## config.mk

```make
export PLATFORM = sky130hd
export DESIGN_NAME = line_mem_bridge_flat
export DESIGN_NICKNAME = d
export VERILOG_FILES = /design/src/rtl/line_mem_bridge_pkg.sv /design/src/rtl/line_mem_bridge_if.sv /design/src/rtl/line_mem_bridge.sv /design/src/flat_wrapper.sv
export SDC_FILE = /design/constraint.sdc
export NUM_CORES = 1
export LEC_CHECK = 0
export CORE_MARGIN = 8
export CORE_UTILIZATION = 40
export CTS_BUF_LIST = sky130_fd_sc_hd__clkbuf_8
export CTS_CLUSTER_DIAMETER = 60
export DETAILED_ROUTE_END_ITERATION = 10
export PLACE_DENSITY = 0.67
export SYNTH_ARGS = -nofsm -noshare
export SYNTH_HDL_FRONTEND = slang
export SYNTH_SLANG_ARGS = --single-unit
```

## constraint.sdc

```tcl
create_clock -name clk -period 14.65 [get_ports clk]
set_clock_uncertainty 0.15 [all_clocks]
set_input_delay 2.1975 -clock clk [delete_from_list [all_inputs] [get_ports clk]]
set_output_delay 2.1975 -clock clk [all_outputs]
set_load 0.01 [all_outputs]
```

## src/rtl/line_mem_bridge_pkg.sv

```systemverilog
// ---------------------------------------------------------------------------
// line_mem_pkg
// Shared constants and types for the cache-line to SRAM bridge.
//   state_e        : bridge FSM states
//   WORDS_PER_LINE : 32-bit words per cache line
//   BEAT_W         : width of the beat counter (one beat per word)
//   WORD_W/LINE_W  : word and line widths of the CacheMem bus
//   WORD_BE_W/LINE_BE_W : byte-enable widths for a word and a line
// ---------------------------------------------------------------------------
package line_mem_pkg;

    localparam int WORDS_PER_LINE = 4;
    localparam int BEAT_W         = 2;
    localparam int WORD_W         = 32;
    localparam int LINE_W         = WORD_W * WORDS_PER_LINE;
    localparam int WORD_BE_W      = WORD_W / 8;
    localparam int LINE_BE_W      = LINE_W / 8;

    typedef enum logic [2:0] {
        IDLE = 3'd0,
        WR   = 3'd1,
        RD   = 3'd2,
        RDW  = 3'd3,
        RSP  = 3'd4
    } state_e;

endpackage

```

## src/rtl/line_mem_bridge_if.sv

```systemverilog
// ---------------------------------------------------------------------------
// line_mem_bridge_if
// Cache-line memory bus (CacheMem style) between the cache refill port and
// the line memory.
//   i_addr          : byte address, line aligned (bits [3:0] ignored)
//   i_byte_en       : per-byte write enables, bit n = line byte n
//   i_writedata     : write line
//   i_read/i_write  : request strobes
//   o_readdata      : read line
//   o_readdata_valid: one-cycle pulse qualifying o_readdata
//   o_waitrequest   : high = request not accepted this cycle
//
// Handshake: a request (i_read or i_write) is taken on any rising edge where
// o_waitrequest is low. While o_waitrequest is high the master must hold the
// request and its payload stable. Read data returns later as a single
// o_readdata_valid pulse; there is no back-pressure on the response.
//
// Modports: master = cache side, slave = memory side.
// ---------------------------------------------------------------------------
interface line_mem_bridge_if
    import line_mem_pkg::*;
#(
    parameter int ADDR_W = 32
);
    logic [ADDR_W-1:0]    i_addr;
    logic [LINE_BE_W-1:0] i_byte_en;
    logic [LINE_W-1:0]    i_writedata;
    logic                 i_read;
    logic                 i_write;
    logic [LINE_W-1:0]    o_readdata;
    logic                 o_readdata_valid;
    logic                 o_waitrequest;

    modport master (
        output i_addr, i_byte_en, i_writedata, i_read, i_write,
        input  o_readdata, o_readdata_valid, o_waitrequest
    );

    modport slave (
        input  i_addr, i_byte_en, i_writedata, i_read, i_write,
        output o_readdata, o_readdata_valid, o_waitrequest
    );
endinterface

```

## src/rtl/line_mem_bridge.sv

```systemverilog
// ---------------------------------------------------------------------------
// line_mem_bridge
// Cache-line bus slave backed by a single-port synchronous SRAM (1-cycle
// read latency). Each 128-bit line transfer is serialised into four 32-bit
// beats.
//
// Ports:
//   clk, rst   : clock, asynchronous active-high reset
//   bus        : line_mem_bridge_if.slave (address, byte enables, write
//                line, read/write, read line, readdata_valid, waitrequest)
//   o_err      : sticky error, set when read and write arrive together
//   sram_*     : SRAM strobe, write, word address, byte enables, write
//                word, and read word (valid the cycle after a read strobe)
//
// Build option:
//   LINE_MEM_WR_SKIP_EN : when defined, write beats whose byte-enable slice
//                         is all zero do not strobe the SRAM (timing kept).
//
// Timing: write = 4 busy cycles after acceptance; read data valid in the
// sixth cycle after the accepting edge (4 issue beats, 1 drain, 1 response).
// ---------------------------------------------------------------------------
module line_mem_bridge
    import line_mem_pkg::*;
#(
    parameter int ADDR_W = 32,
    parameter int LINE_W = 128,
    parameter int MEM_AW = 12
) (
    input  logic                 clk,
    input  logic                 rst,
    line_mem_bridge_if.slave     bus,
    output logic                 o_err,
    output logic                 sram_en,
    output logic                 sram_we,
    output logic [MEM_AW-1:0]    sram_addr,
    output logic [WORD_BE_W-1:0] sram_be,
    output logic [WORD_W-1:0]    sram_wdata,
    input  logic [WORD_W-1:0]    sram_rdata
);

    if (LINE_W != WORDS_PER_LINE * WORD_W) begin : g_bad_line_w
        $error("line_mem_bridge supports only 4-word lines");
    end

    // The SRAM word address is MEM_AW bits; the low BEAT_W bits select the
    // word within the line, so the stored line index is the rest.
    localparam int LINE_IDX_W = MEM_AW - BEAT_W;

    state_e                  state_q, state_d;
    logic [BEAT_W-1:0]       beat_q, beat_d;
    logic [LINE_IDX_W-1:0]   line_q, line_d;
    logic [LINE_BE_W-1:0]    be_q, be_d;
    logic [LINE_W-1:0]       wd_q, wd_d;
    logic [LINE_W-1:0]       buf_q, buf_d;
    logic [LINE_W-1:0]       rdata_q, rdata_d;
    logic                    err_q, err_d;

    logic [ADDR_W-1:0]       addr;
    logic [BEAT_W-1:0]       cap_idx;
    logic                    unused_addr_bits;

    assign addr             = bus.i_addr;
    assign unused_addr_bits = ^{addr[ADDR_W-1:MEM_AW+2], addr[3:0]};

    // Read word k arrives one cycle after its issue, i.e. while the counter
    // already shows k+1. In RDW the counter has wrapped to 0, giving slot 3.
    assign cap_idx = beat_q - 2'd1;

    // ---------------- state register ----------------
    always_ff @(posedge clk or posedge rst) begin
        if (rst) begin
            state_q <= IDLE;
            beat_q  <= '0;
            line_q  <= '0;
            be_q    <= '0;
            wd_q    <= '0;
            buf_q   <= '0;
            rdata_q <= '0;
            err_q   <= 1'b0;
        end else begin
            state_q <= state_d;
            beat_q  <= beat_d;
            line_q  <= line_d;
            be_q    <= be_d;
            wd_q    <= wd_d;
            buf_q   <= buf_d;
            rdata_q <= rdata_d;
            err_q   <= err_d;
        end
    end

    // ---------------- next-state logic ----------------
    always_comb begin
        state_d = state_q;
        beat_d  = beat_q;
        line_d  = line_q;
        be_d    = be_q;
        wd_d    = wd_q;
        buf_d   = buf_q;
        rdata_d = rdata_q;
        err_d   = err_q;

        if ((state_q == RD && beat_q != '0) || state_q == RDW) begin
            buf_d[{cap_idx, 5'b0} +: WORD_W] = sram_rdata;
        end

        case (state_q)
            IDLE: begin
                if (bus.i_read || bus.i_write) begin
                    line_d = addr[MEM_AW+1:4];
                    be_d   = bus.i_byte_en;
                    wd_d   = bus.i_writedata;
                    beat_d = '0;
                    // Write wins a simultaneous read; the read is dropped.
                    state_d = bus.i_write ? WR : RD;
                end
                if (bus.i_read && bus.i_write) begin
                    err_d = 1'b1;
                end
            end
            WR: begin
                beat_d = beat_q + 2'd1;
                if (beat_q == 2'd3) state_d = IDLE;
            end
            RD: begin
                beat_d = beat_q + 2'd1;
                if (beat_q == 2'd3) state_d = RDW;
            end
            RDW: begin
                // Output line is held in its own register so it stays stable
                // while the next read refills the buffer.
                rdata_d = buf_d;
                state_d = RSP;
            end
            RSP: begin
                state_d = IDLE;
            end
            default: begin
                state_d = IDLE;
            end
        endcase
    end

    // ---------------- output logic ----------------
    always_comb begin
        sram_en    = 1'b0;
        sram_we    = 1'b0;
        sram_addr  = '0;
        sram_be    = '0;
        sram_wdata = '0;

        case (state_q)
            WR: begin
                sram_addr  = {line_q, beat_q};
                sram_be    = be_q[{beat_q, 2'b00} +: WORD_BE_W];
                sram_wdata = wd_q[{beat_q, 5'b0} +: WORD_W];
`ifdef LINE_MEM_WR_SKIP_EN
                sram_en    = |sram_be;
`else
                sram_en    = 1'b1;
`endif
                sram_we    = sram_en;
            end
            RD: begin
                sram_en   = 1'b1;
                sram_addr = {line_q, beat_q};
            end
            default: ;
        endcase
    end

    assign bus.o_waitrequest    = (state_q != IDLE);
    assign bus.o_readdata_valid = (state_q == RSP);
    assign bus.o_readdata       = rdata_q;
    assign o_err                = err_q;

`ifdef SIM
    a_no_dual_req : assert property (@(posedge clk) disable iff (rst)
        (state_q == IDLE) |-> !(bus.i_read && bus.i_write));
`endif

endmodule

```

## src/flat_wrapper.sv

```systemverilog
// flat-port wrapper written by rule: the top's interface ports become plain ports
module line_mem_bridge_flat import line_mem_pkg::*;
#(
    parameter int ADDR_W = 32,
    parameter int LINE_W = 128,
    parameter int MEM_AW = 12
)
  (clk, rst, o_err, sram_en, sram_we, sram_addr, sram_be, sram_wdata, sram_rdata, bus_i_addr, bus_i_byte_en, bus_i_writedata, bus_i_read, bus_i_write, bus_o_readdata, bus_o_readdata_valid, bus_o_waitrequest);
  line_mem_bridge_if #(.ADDR_W(ADDR_W)) bus_i ();
  input  logic clk;
  input  logic rst;
  output logic o_err;
  output logic sram_en;
  output logic sram_we;
  output logic [MEM_AW-1:0] sram_addr;
  output logic [WORD_BE_W-1:0] sram_be;
  output logic [WORD_W-1:0] sram_wdata;
  input  logic [WORD_W-1:0] sram_rdata;
  input wire logic [$bits(bus_i.i_addr)-1:0] bus_i_addr;
  input wire logic [$bits(bus_i.i_byte_en)-1:0] bus_i_byte_en;
  input wire logic [$bits(bus_i.i_writedata)-1:0] bus_i_writedata;
  input wire logic [$bits(bus_i.i_read)-1:0] bus_i_read;
  input wire logic [$bits(bus_i.i_write)-1:0] bus_i_write;
  output wire logic [$bits(bus_i.o_readdata)-1:0] bus_o_readdata;
  output wire logic [$bits(bus_i.o_readdata_valid)-1:0] bus_o_readdata_valid;
  output wire logic [$bits(bus_i.o_waitrequest)-1:0] bus_o_waitrequest;
  assign bus_i.i_addr = bus_i_addr;
  assign bus_i.i_byte_en = bus_i_byte_en;
  assign bus_i.i_writedata = bus_i_writedata;
  assign bus_i.i_read = bus_i_read;
  assign bus_i.i_write = bus_i_write;
  assign bus_o_readdata = bus_i.o_readdata;
  assign bus_o_readdata_valid = bus_i.o_readdata_valid;
  assign bus_o_waitrequest = bus_i.o_waitrequest;
  line_mem_bridge #(.ADDR_W(ADDR_W), .LINE_W(LINE_W), .MEM_AW(MEM_AW)) u_core (.clk(clk), .rst(rst), .bus(bus_i), .o_err(o_err), .sram_en(sram_en), .sram_we(sram_we), .sram_addr(sram_addr), .sram_be(sram_be), .sram_wdata(sram_wdata), .sram_rdata(sram_rdata));
endmodule
```

==> out/metrics.csv <==
metric,value,unit
share of layout cells above drive strength 1,0.1547,
Clock Tree Root,clkbuf_8,
largest cells by area after synthesis,"dfrtp_1 (54%), mux2_2 (7.3%), nand4b_1 (5.8%), mux2i_1 (5.0%), nand2_1 (4.4%)",
Hold Crit Class,reg -> reg,
post-layout net count,2203,
vias in the first global route,15589,
CTS tree,done,
Fin. Hold Viols,0,
Layout Utilization,0.5231,
die area,55720,sq um
Synth area leader,dfrtp_1,
DR pass1 iterations,7,
Final period util,0.3950,
sequential area share after synthesis,0.5374,
ant diodes,0,
CP endpoint kind,primary output,
clk buf depth,3,
Post-CTS Resized,0,
number of buffers added on ports,370,
dpl ws,9094,ps
Wirelength per Cell,21.77,um
CTS H-Tree Depth,3,
Total Neg Setup Slack,0,ps
"Req. time, crit path",12300,ps
CP startpoint kind,flip-flop,
maxcap violations,0,
die width,236.1,um
DRC,0,
vias per cell,5.413,
Leakage,11.08,nW
"Slew Viols, Final",0,
Crit path arrival time,3440,ps
Setup Viol. Count Final,0,
Core Area,47750,sq um
dpl hpwl,37140,um
RSZ-0062 raised after global routing,false,
initial antenna violation count,2,
syn avg cell area,11.73,sq um
Max transition margin,0.2117,
met3 Track Usage GR,0.08196,
status,completed,
DP Cell Count,2523,
RD Place Congestion,0.8312,
Post-synth EDFFs,0,
Starting Density,0.4057,
PwrDens,221.8,nW/um^2
critical path class,reg -> out,
area share of the largest cell type after synthesis,0.5374,
Synth Net Count,1871,
met2 usage,0.3227,
area delta synth->final,28.93,%
"CTS clk-pin slew, worst paths",60,ps
Critical Path Fanout Max,52,
num rows,80,
VDD IR max,0.1271,mV
"FFs w/ async S/R, synth",1.000,
Synth cell types,38,
largest net degree at the start of global routing,124,
Post-Syn Instances,1652,
met1 Track Usage GR,0.2528,
Routed Antenna Nets,0,
Tmin final,5787,ps
slack of the critical path,8863,ps
Fmax,172.8,MHz
grt ovf,0,
CTS buffer count,74,
die height,236.1,um
hold_buf cts,0,
"most common cell after layout, fill and taps aside",dfrtp_1,
Starting DRT DRC Count,1159,
mapped cell area,19370,sq um
worst slew pin tran,1183,ps
first-pass GRT wire length,91150,um
most frequent cells in the layout,"dfrtp_1 (413), clkdlybuf4s50_1 (370), nand2_1 (228)",
Non-Filler Instances,2658,
Clock Latency Late Sink,630,ps
yosys warns,0,
number of synthesized register bits,416,
aggregate routed wire length,57870,um
Hold Worst Slack,327.1,ps
vias post-DR,14388,
Post-CTS Setup Repair Bufs,0,
GRT Overall Usage,0.2047,
ys flop type,dfrtp_1,
I/O pin count,393,
clk sink count,416,
GR peak layer,met2,
flip-flops by register name, indices dropped and copies added (netlist names):
name,cells
u_core.wd_q,128
u_core.o_err,1
u_core.beat_q,2
u_core.buf_q,128
u_core.line_q,10
u_core.state_q,3
u_core.bus.o_readdata,128
u_core.be_q,16
routing by layer:
layer / routed length [um] / part of all wire
met3: 5548 / 0.096
met1: 23820 / 0.41
met5: 23 / 0.00040
met2: 27040 / 0.47
met4: 1433 / 0.025
path summary, 6_finish.rpt:
kind,end,startpoint,slack (ps),depth (start not counted)
worst max register to register,u_core.buf_q[9]$_DFF_PP0_,u_core.beat_q[0]$_DFFE_PP0P_,10360,5
worst min-delay path,u_core.line_q[3]$_DFFE_PP0P_,u_core.line_q[3]$_DFFE_PP0P_,330,1
max in group asynchronous,u_core.bus.o_readdata[9]$_DFFE_PP0P_,rst,9880,4
min in group asynchronous,u_core.line_q[6]$_DFFE_PP0P_,rst,1990,2
worst min register to register,u_core.line_q[3]$_DFFE_PP0P_,u_core.line_q[3]$_DFFE_PP0P_,330,1
worst max-delay path,sram_be[1],u_core.beat_q[0]$_DFFE_PP0P_,8860,4
final cells by class:
cell class,count,area [sq um]
fill,4160,22770
sequential,416,10420
multi-input combinational,958,7815
timing repair buffer,398,3914
clock buffer,100,1376
tap,615,769.5
inverter,136,518.0
clock inverter,35,162.7
kinds of logic (layout without fill, tap and decap cells):
family	Yosys count	after routing	share of synthesized area
mux	318	318	0.1996
fa+ha+maj	7	7	0.004521
simple gates	527	527	0.1559
buf+inv	278	669	0.06162
xor+xnor	1	1	0.0004522
flops	416	416	0.5374
compound gates	105	105	0.04050
critical path, cell delays in order (launching register included):
cell and delay [ps]:
dfrtp_4 850, buf_4 670, mux4_2 590, and3_1 190, clkdlybuf4s50_1 490
power breakdown:
group / total, mW / switching, mW / internal [mW] / leakage [nW]
combinational: 2.41 / 1.17 / 1.24 / 4.95
clock: 1.10 / 0.491 / 0.609 / 0.876
sequential: 2.03 / 0.349 / 1.68 / 5.26
cells in the mapped netlist, types with 2 or more instances:
cell type / count
and2_1: 10
buf_2: 30
mux2_2: 126
buf_8: 7
nor2_1: 4
nand2_1: 228
nor3_1: 7
ha_1: 7
a21oi_1: 2
nor4b_1: 2
inv_1: 136
nand4b_1: 128
buf_4: 9
nand3_1: 35
dfrtp_1: 416
nand4_1: 35
mux2_1: 60
buf_1: 17
mux4_2: 36
clkbuf_1: 79
and3_1: 69
nor2b_1: 2
o211ai_1: 97
mux2i_1: 96
metrics by stage:
step	power, mW	area [sq um]
after floorplan	3.416	19370
after global placement	4.391	23440
after detailed placement	4.469	23440
after CTS	5.602	24970
after global routing	5.892	24970
final	5.538	24970
(Power assumes the default switching activity.)
